--- src/rtl/instr_fetch_unit.sv ---
// Instruction fetch front end: owns the PC, drives imem_addr and
// presents a registered instruction to the processor.
//
// Ports:
//   clk          system clock, all state on the rising edge
//   reset        synchronous, active-high reset
//   next         processor done strobe, retires the current instr
//   jump_en      with next, load PC from jump_addr instead of PC+1
//   jump_addr    jump target
//   imem_addr    instruction memory address (the PC register)
//   imem_data    combinational read data from instruction memory
//   instr        registered instruction for the processor
//   instr_valid  instr holds a live instruction awaiting next
//   halted       halt word fetched, fetch stopped until reset
//   retire_count (IFETCH_RETIRE_CNT_EN only) saturating count of
//                accepted next strobes
//
// Optional feature macro: IFETCH_RETIRE_CNT_EN
module instr_fetch_unit #(
  parameter int unsigned ADDR_W = 8,
  parameter int unsigned INSTR_W = 16,
  parameter logic [ADDR_W-1:0] RESET_ADDR = '0,
  parameter logic [INSTR_W-1:0] HALT_WORD = 16'hFFFF
) (
  input  logic               clk,
  input  logic               reset,
  input  logic               next,
  input  logic               jump_en,
  input  logic [ADDR_W-1:0]  jump_addr,
  output logic [ADDR_W-1:0]  imem_addr,
  input  logic [INSTR_W-1:0] imem_data,
  output logic [INSTR_W-1:0] instr,
  output logic               instr_valid,
`ifdef IFETCH_RETIRE_CNT_EN
  output logic [15:0]        retire_count,
`endif
  output logic               halted
);

  typedef enum logic [1:0] {
    FETCH  = 2'd0,
    EXEC   = 2'd1,
    HALTED = 2'd2
  } state_t;

  state_t state;
  state_t state_nxt;

  logic [ADDR_W-1:0]  pc;
  logic [ADDR_W-1:0]  pc_nxt;
  logic [INSTR_W-1:0] instr_nxt;
  logic               valid_nxt;
  logic               halted_nxt;
  logic               retire;

  assign imem_addr = pc;

  // State and datapath registers; reset wins over everything.
  always_ff @(posedge clk) begin
    if (reset) begin
      state       <= FETCH;
      pc          <= RESET_ADDR;
      instr       <= '0;
      instr_valid <= 1'b0;
      halted      <= 1'b0;
    end else begin
      state       <= state_nxt;
      pc          <= pc_nxt;
      instr       <= instr_nxt;
      instr_valid <= valid_nxt;
      halted      <= halted_nxt;
    end
  end

  always_comb begin
    state_nxt = state;
    unique case (state)
      FETCH: begin
        if (imem_data == HALT_WORD) state_nxt = HALTED;
        else                        state_nxt = EXEC;
      end
      EXEC: begin
        if (next) state_nxt = FETCH;
      end
      HALTED:  state_nxt = HALTED;
      default: state_nxt = FETCH;
    endcase
  end

  // Next values of the registered outputs; HALTED holds everything.
  always_comb begin
    pc_nxt     = pc;
    instr_nxt  = instr;
    valid_nxt  = instr_valid;
    halted_nxt = halted;
    retire     = 1'b0;
    unique case (state)
      FETCH: begin
        if (imem_data == HALT_WORD) begin
          halted_nxt = 1'b1;
          valid_nxt  = 1'b0;
        end else begin
          instr_nxt = imem_data;
          valid_nxt = 1'b1;
        end
      end
      EXEC: begin
        if (next) begin
          retire    = 1'b1;
          valid_nxt = 1'b0;
          pc_nxt    = jump_en ? jump_addr
                              : pc + ADDR_W'(1);
        end
      end
      HALTED: begin
        halted_nxt = 1'b1;
      end
      default: begin
        valid_nxt = 1'b0;
      end
    endcase
  end

`ifdef IFETCH_RETIRE_CNT_EN
  logic [15:0] retire_q;

  always_ff @(posedge clk) begin
    if (reset)
      retire_q <= '0;
    else if (retire && retire_q != 16'hFFFF)
      retire_q <= retire_q + 16'd1;
  end

  assign retire_count = retire_q;
`endif

endmodule

--- config.mk ---
export PLATFORM = sky130hd
export DESIGN_NAME = instr_fetch_unit
export DESIGN_NICKNAME = d
export VERILOG_FILES = /design/src/rtl/instr_fetch_unit.sv
export SDC_FILE = /design/constraint.sdc
export NUM_CORES = 1
export LEC_CHECK = 0
export ABC_CLOCK_PERIOD_IN_PS = 3800
export BUFFER_PORTS_ARGS = -buffer_cell sky130_fd_sc_hd__buf_2
export CORE_UTILIZATION = 50
export CTS_BUF_LIST = sky130_fd_sc_hd__clkbuf_4
export DETAILED_ROUTE_END_ITERATION = 7
export GPL_TIMING_DRIVEN = 0
export HOLD_SLACK_MARGIN = 0.12
export PLACE_DENSITY_LB_ADDON = 0.2
export REMOVE_ABC_BUFFERS = 1
export SETUP_SLACK_MARGIN = 0.05
export SYNTH_ARGS = -nofsm -noshare
export SYNTH_HDL_FRONTEND = slang
export SYNTH_SLANG_ARGS = --single-unit
export TNS_END_PERCENT = 30
--- constraint.sdc ---
create_clock -name clk -period 3.8 [get_ports clk]
set_clock_uncertainty 0.15 [all_clocks]
set_input_delay 0.19 -clock clk [delete_from_list [all_inputs] [get_ports clk]]
set_output_delay 0.19 -clock clk [all_outputs]
set_load 0.05 [all_outputs]
# [Word-level counts from Yosys, hierarchy flattened]
# Cells that the tools add are included.
[totals] ff_bits=28 input_bits=28 output_inout_bits=26 word_cells=28
[classes] addsub=1 eq_ne=5 mux=9 bitwise_logic=2 reduce_logical=6
[op_table] cell="$eq 16x16->1 const B" n=1
[op_table] cell="$add 8x1->8 const B" n=1
[op_table] cell="$mux 8" n=1
[op_table] cell="$reduce_and 2->1" n=4
[op_table] cell="$pmux 2 s3" n=1
[op_table] cell="$mux 2" n=2
[op_table] cell="$ne 2x2->1 const B" n=2
[op_table] cell="$mux 1" n=3
[op_table] cell="$pmux 1 s3" n=1
[op_table] cell="$eq 2x1->1 const B" n=1
[op_table] cell="$eq 2x2->1 const B" n=1
[op_table] cell="$logic_not 2->1" n=1
[op_table] cell="$not 1->1" n=2
[op_table] cell="$pmux 1 s2" n=1
[op_table] cell="$reduce_bool 2->1" n=1

# [Longest topological paths before layout]
# Gate-level depths: netlist of the first run.
[depth] depth_word=3 ltp_mapped=6 mapped_depth_nobuf=5

# [Worst setup path after synthesis of the first run]
# Ideal clock, no wire load.
[synth_path] kind="register -> register" start="register pc[0] (netlist: imem_addr[0])" end="register pc[6] (netlist: imem_addr[6])" setup_time_ps=70 t_arrival_ps=1476 t_required_ps=3580 path_slack_ps=2104 stages_incl_launch_ff=6 path_buffers=0 period_less_slack_ps=1696 cell_sequence="dfxtp_1 ha_1 nand3_1 o41ai_1 nand2_1 a21oi_1"
[synth_via] elab_chain_cells=2
[synth_rtl] element="start: declaration" line_no="49" text="logic [ADDR_W-1:0] pc;"
[synth_rtl] element="start signal: assignment" line_no="68" text="pc <= pc_nxt;"
[synth_rtl] element="$add 8x1->8" line_no="112" text=": pc + ADDR_W'(1);"
[synth_rtl] element="$mux 8" line_no="111" text="pc_nxt = jump_en ? jump_addr"
# Every way passes these cells.
# A chain may end at the register's enable or synchronous reset.

# [Worst setup path in the final report of the first run]
[layout_path] start="input port imem_data[1]" end="register instr[12]"
[layout_via] elab_chain_cells=3
[layout_rtl] element="start: declaration" line_no="31" text="input logic [INSTR_W-1:0] imem_data,"
[layout_rtl] element="$eq 16x16->1" line_no="99" text="if (imem_data == HALT_WORD) begin"
[layout_rtl] element="$not 1->1 (no source line)"
[layout_rtl] element="$reduce_and 2->1 (no source line)"
[layout_rtl] element="end signal: assignment" line_no="69" text="instr <= instr_nxt;"
[layout_rtl] element="end: declaration" line_no="32" text="output logic [INSTR_W-1:0] instr,"
# Every way passes these cells.

==> results of run 1 <==
==> layout make-up <==
cell class / instances / area share, %
repair buffers: 78 / 28.9
well taps: 28 / 1.94
inverters: 3 / 0.625
multi-input cells: 96 / 34.6
flip-flops and latches: 28 / 31.1
clock buffers: 3 / 1.25
clock inverters: 1 / 1.67
==> routing by layer <==
layer / vias to the layer above / part of all wire (%) / global-route usage [%]
met5: - / 0 / 0
li1: 635 / - / -
met1: 597 / 44 / 31.1
met3: 8 / 3.7 / 3.22
met2: 44 / 49 / 47.0
met4: 0 / 2.9 / 13.5
==> critical path, stage by stage <==
cell and delay (ns):
sky130_fd_sc_hd__dlygate4sd3_1 0.53, sky130_fd_sc_hd__buf_2 0.11, sky130_fd_sc_hd__nand4_1 0.21, sky130_fd_sc_hd__o41ai_4 0.71, sky130_fd_sc_hd__buf_8 0.25, sky130_fd_sc_hd__mux2i_1 0.22, sky130_fd_sc_hd__nor2_1 0.05
==> state kept, by name, indices dropped and copies added (netlist names) <==
| name | count |
|---|---|
| instr | 16 |
| imem_addr | 8 |
| state | 2 |
| halted | 1 |
| instr_valid | 1 |
==> cells in the mapped netlist <==
cell type and number:
sky130_fd_sc_hd__dfxtp_1 28, sky130_fd_sc_hd__nor2_1 23, sky130_fd_sc_hd__mux2i_1 17, sky130_fd_sc_hd__nand2_1 8, sky130_fd_sc_hd__a21oi_1 7, sky130_fd_sc_hd__clkbuf_1 5, sky130_fd_sc_hd__o21ai_0 5, sky130_fd_sc_hd__nand4_1 4
sky130_fd_sc_hd__a31oi_1 3, sky130_fd_sc_hd__and3_1 3, sky130_fd_sc_hd__inv_1 3, sky130_fd_sc_hd__nand3_1 3, sky130_fd_sc_hd__a211oi_1 2, sky130_fd_sc_hd__a22oi_1 2, sky130_fd_sc_hd__nor3_1 2, sky130_fd_sc_hd__o41ai_1 2
sky130_fd_sc_hd__a211o_1 1, sky130_fd_sc_hd__a22o_1 1, sky130_fd_sc_hd__a2bb2oi_1 1, sky130_fd_sc_hd__a31o_2 1, sky130_fd_sc_hd__and3b_1 1, sky130_fd_sc_hd__buf_1 1, sky130_fd_sc_hd__buf_12 1, sky130_fd_sc_hd__buf_6 1
sky130_fd_sc_hd__ha_1 1, sky130_fd_sc_hd__nand2b_1 1, sky130_fd_sc_hd__nand3b_1 1, sky130_fd_sc_hd__nor3b_1 1, sky130_fd_sc_hd__nor4_1 1, sky130_fd_sc_hd__o21bai_1 1, sky130_fd_sc_hd__o31ai_1 1, sky130_fd_sc_hd__o41ai_2 1
sky130_fd_sc_hd__or3_1 1, sky130_fd_sc_hd__or3b_2 1
==> final timing paths <==
path / to / slack [ns] / startpoint
setup / recovery: instr[12] / 1.60 / imem_data[1]
hold / removal: imem_addr[0] / 0.13 / jump_en
setup reg to reg: imem_addr[6] / 2.26 / imem_addr[0]
hold reg to reg: halted / 0.31 / halted
==> kinds of logic (layout without fill, tap and decap cells) <==
family	count (synthesis)	count (layout)	share of synthesized area, %
adders and majority gates	1	1	1.01
and+or+nand+nor	50	50	19.1
DFF	28	28	45.3
AOI/OAI and AO/OA	28	28	15.6
buffers and inverters	11	85	5.26
muxes	17	17	13.8
==> power breakdown <==
| part | switching, mW | internal, mW |
|---|---|---|
| clock | 0.0943 | 0.107 |
| combinational | 0.107 | 0.0639 |
| sequential | 0.0120 | 0.311 |
==> through the flow <==
step / util (%) / hold WS [ns]
final: 79.2 / 0.130
after global routing: 79.2 / 0.128
after CTS: 79.2 / 0.125
after detailed placement: 66.4 / 0.286
after global placement: 65.2 / 0.282
after floorplan: - / 0.109
==> results_dict.tcl, run 1 <==
set metrics [dict create \
    hpwlAfterDp_mm 2.02 \
    synthesis.instances 135 \
    initial_core_utilization_pct 54.4 \
    number_of_buffers_inserted_to_repair_setup_after_cts 0 \
    most_used_cells_in_the_layout_excluding_fill_and_tap_cells "53 x sky130_fd_sc_hd__buf_2, 28 x sky130_fd_sc_hd__dfxtp_1, 24 x sky130_fd_sc_hd__dlygate4sd3_1" \
    tritoncts "built" \
    synth_cell_types 34 \
    cts-buffers-inserted 3 \
    worstSetupEndpointType "register" \
    max_slew.worst_pin.slew_ns 0.631 \
    cts_resized 0 \
    outcome "finished clean" \
    clock_latency_on_the_worst_skew_pair_ns 0.34 \
    ioPinCount 54 \
    first_global_vias 1204 \
    clock_sinks 28 \
    routed_wl_mm 3.31 \
    grt_max_degree 29 \
    final_cells 237 \
    hp-class "input pin to register" \
    final_hold_viol_count 0 \
    cap_violations 0 \
    routabilityCongestion 0.803 \
    synth.yosys.seq_area_share_pct 45.3 \
    placed_cells_incl_taps 209 \
    drtIter0Drc 27 \
    layout.cells.most_common "sky130_fd_sc_hd__buf_2" \
    area_occupied_by_multi_input_gates_sq_um 623 \
    htree_num_levels 1 \
    vdd_ir_drop_max_mv 0.394 \
    setup_tns_ns 0 \
    reg2reg_depth 5 \
    slew_violations 0 \
    fin_ws_ns 1.60 \
    post-route-cell-area_sq_um 1800 \
    report.final.setup_viol 0 \
    dp_worst_setup_slack_ns 1.80 \
    ys_ff_latch 28 \
    syn_avg_cell_area_sq_um 9.17 \
    number_of_inserted_diodes 0 \
    maxClockFrequency_mhz 454 \
    areaGrowthSynthToFinish_pct 45.7 \
    holdBufCountCts 24 \
    floorplan.rows 17 \
    detail-route-antenna-nets 0 \
    rsz_0062_raised_after_global_routing "false" \
    timing.slew.headroom_pct 57.8 \
    die_h_microns 51.8 \
    required_ns 3.88 \
    synth_top_area_share_pct 45.3 \
    crit_path_start_kind "input pin" \
    worstHoldPathCells 3 \
    clkSlewWorstSetupHoldPaths_ns 0.15 \
    drive_gt1_share_pct 29.2 \
    fp.coreArea_sq_um 2280 \
    route.detailed.drc 0 \
    yosysTopAreaCell "sky130_fd_sc_hd__dfxtp_1" \
    routed_wire_length_per_instance_microns 14.0 \
    clk_path_buf_depth 2 \
    mappedNetlistArea_sq_um 1240 \
    detailed_place.area_sq_um 1510 \
    fin_nets 239 \
    ys_warn_count 0 \
    die_width_microns 51.8 \
    globalRouteOverflowTotal 0 \
    root_buffer "sky130_fd_sc_hd__clkbuf_4" \
    die_area_sq_um 2680 \
    synth.area.top_cells "sky130_fd_sc_hd__dfxtp_1 45%, sky130_fd_sc_hd__mux2i_1 14%, sky130_fd_sc_hd__nor2_1 7.0%" \
    initial_antenna_violation_count 0 \
    drt-pass1-iter-count 4 \
    place.port_buffers 53 \
    timing.critical_path.arrival_ns 2.28 \
    crit_fanout 12 \
    report.power.total_mw 0.695 \
    power_per_cell_area_nw_per_um2 386 \
    grt_util_all_layers_pct 26.5 \
    power_leakage_nw 0.849 \
    post-route-min-period_ns 2.20 \
    timing.final.crit_share_pct 58.0 \
    sequential_cell_area_sq_um 561 \
    num-fill-cells 152 \
    grt_pass1_wl_mm 5.22 \
    route.vias.total 1284 \
    route.detailed.vias_per_inst 5.42 \
    setup.worst_path.class "input pin to register" \
]
(Power assumes the default switching activity.)
==> inputs of run 2 (changes only) <==
--- a/config.mk
+++ b/config.mk
@@ -5,9 +5,9 @@
 export SDC_FILE = /design/constraint.sdc
 export NUM_CORES = 1
 export LEC_CHECK = 0
-export ABC_CLOCK_PERIOD_IN_PS = 3800
+export ABC_CLOCK_PERIOD_IN_PS = 1800
 export BUFFER_PORTS_ARGS = -buffer_cell sky130_fd_sc_hd__buf_2
-export CORE_UTILIZATION = 50
+export CORE_UTILIZATION = 44
 export CTS_BUF_LIST = sky130_fd_sc_hd__clkbuf_4
 export DETAILED_ROUTE_END_ITERATION = 7
 export GPL_TIMING_DRIVEN = 0
==> constraint.sdc (replaced) <==
create_clock -name clk -period 1.8 [get_ports clk]
set_clock_uncertainty 0.15 [all_clocks]
set_input_delay 0.09 -clock clk [delete_from_list [all_inputs] [get_ports clk]]
set_output_delay 0.09 -clock clk [all_outputs]
set_load 0.05 [all_outputs]
==> run 2 against run 1 <==
Register-to-register slack worse by 2.1 ns; sequential cell count unchanged; setup slack got worse by 1.5 ns; global-route usage is 4.0 points lower; critical endpoint is now imem_addr[1]; cell count rose by 3.0%; wire length shrank 6.6%.
==> results_dict.tcl, run 2 (synthesis gave the netlist of run 1 again) <==
set metrics [dict create \
    die_area_sq_um 3030 \
    vdd_ir_drop_max_mv 0.522 \
    globalRouteOverflowTotal 0 \
    die_width_microns 55.0 \
    cp_slowest_cell "sky130_fd_sc_hd__dlygate4sd3_1" \
    routed_wire_length_per_instance_microns 12.7 \
    clkSlewWorstSetupHoldPaths_ns 0.15 \
    areaGrowthSynthToFinish_pct 50.7 \
    final_hold_viol_count 0 \
    route.detailed.vias_per_inst 5.19 \
    route.vias.total 1266 \
    worstSetupEndpointType "register" \
    clk_path_buf_depth 2 \
    maxClockFrequency_mhz 592 \
    grt_max_degree 29 \
    routabilityCongestion 0.731 \
    fin_nets 244 \
    drive_gt1_share_pct 29.4 \
    worst-path-buf-inv 1 \
    crit_path_start_kind "register" \
    most_used_cells_in_the_layout_excluding_fill_and_tap_cells "52 x sky130_fd_sc_hd__buf_2, 29 x sky130_fd_sc_hd__dlygate4sd3_1, 27 x sky130_fd_sc_hd__dfxtp_1" \
    first_global_vias 1171 \
    outcome "finished clean" \
    drt-pass1-iter-count 4 \
    initial_antenna_violation_count 0 \
    route.detailed.drc 0 \
    routed_wl_mm 3.09 \
    post-route-min-period_ns 1.69 \
    cts-buffers-inserted 3 \
    detail-route-antenna-nets 0 \
    number_of_inserted_diodes 0 \
    clock_sinks 28 \
    initial_core_utilization_pct 48.2 \
    largest-register "instr" \
    tritoncts "built" \
    largest_register_ffs 16 \
    power_leakage_nw 0.869 \
    fp.coreArea_sq_um 2570 \
    hp-class "input pin to register" \
    drtIter0Drc 21 \
    die_h_microns 55.0 \
    timing.final.crit_share_pct 93.8 \
    crit_chain "ha_1 -> mux2i_1 -> dlygate4sd3_1 -> a211oi_2" \
    crit_fanout 6 \
    highest_cell_delay_on_the_worst_timing_path_ns 0.57 \
    required_ns 1.91 \
    worst_hold_slack_ns 0.189 \
    setup.worst_path.class "register to register" \
    report.power.total_mw 1.46 \
    power_per_cell_area_nw_per_um2 786 \
    hpwlAfterDp_mm 1.96 \
    ioPinCount 54 \
    report.final.setup_viol 0 \
    layout.cells.most_common "sky130_fd_sc_hd__buf_2" \
    htree_num_levels 1 \
    cap_violations 0 \
    grt_util_all_layers_pct 22.5 \
    slew_violations 0 \
    timing.critical_path.max_delay_family "buffers and inverters" \
    place.port_buffers 53 \
    max_slew.worst_pin.slew_ns 0.663 \
    grt_pass1_wl_mm 4.83 \
    timing.slew.headroom_pct 55.7 \
    timing.critical_path.arrival_ns 1.80 \
    root_buffer "sky130_fd_sc_hd__clkbuf_4" \
    rsz_0062_raised_after_global_routing "true" \
    floorplan.rows 18 \
    clock_latency_on_the_worst_skew_pair_ns 0.32 \
]
## run 2: per-stage QoR
step	TNS [ns]	std cells	setup slack [ns]	instance area [sq um]	util [%]
after floorplan	-10.12	127	-0.578	1180	-
after global placement	-19.24	210	-1.09	1490	57.9
after detailed placement	-0.895	211	-0.0995	1510	58.9
after CTS	0	244	0.0713	1860	72.3
after global routing	0	244	0.0469	1860	72.6
final	0	244	0.111	1860	72.6
## run 2: power by group
group	internal [mW]	total [mW]	leakage, nW	switching, mW
Combinational	0.145	0.371	0.610	0.226
Sequential	0.657	0.682	0.231	0.0248
Clock	0.225	0.411	0.0279	0.186
Total	1.03	1.46	0.869	0.437
## run 2: tightest hold or removal path: cells and delay by family
family	cells	cell delay, ns
and+or+nand+nor	1	0.16
AOI/OAI and AO/OA	2	0.29
buffers and inverters	1	0.10
## run 2: worst paths after layout
check                               endpoint  cells after the start    startpoint  slack, ns
worst min-delay path             instr_valid                      4  imem_data[5]       0.19
worst min register to register        halted                      2        halted       0.31
worst max register to register  imem_addr[1]                      4  imem_addr[0]       0.11
worst max-delay path            imem_addr[1]                      4  imem_addr[0]       0.11
## run 2: cell type report
class | count | area, sq um
clock buffer | 3 | 22.5
fill | 209 | 703
tap | 30 | 37.5
clock inverter | 1 | 30.0
sequential | 28 | 562
inverter | 3 | 11.3
multi-input combinational | 96 | 628
timing repair buffer | 83 | 573
## run 2: routing by layer
metal | vias to the layer above | wire [microns] | GRT usage [%]
met2 | 34 | 1610 | 44.8
met5 | - | 0 | 0
met4 | 0 | 13 | 6.25
met3 | 2 | 132 | 3.01
met1 | 588 | 1340 | 24.3
li1 | 642 | - | -
## run 2: repair_timing
item                                    in CTS  in global routing
endpoints found under the hold margin       28                  0
endpoints found under the setup margin       0                  2
setup buffers                                0                  0
resized for setup                            0                  4
hold buffers                                29                  0
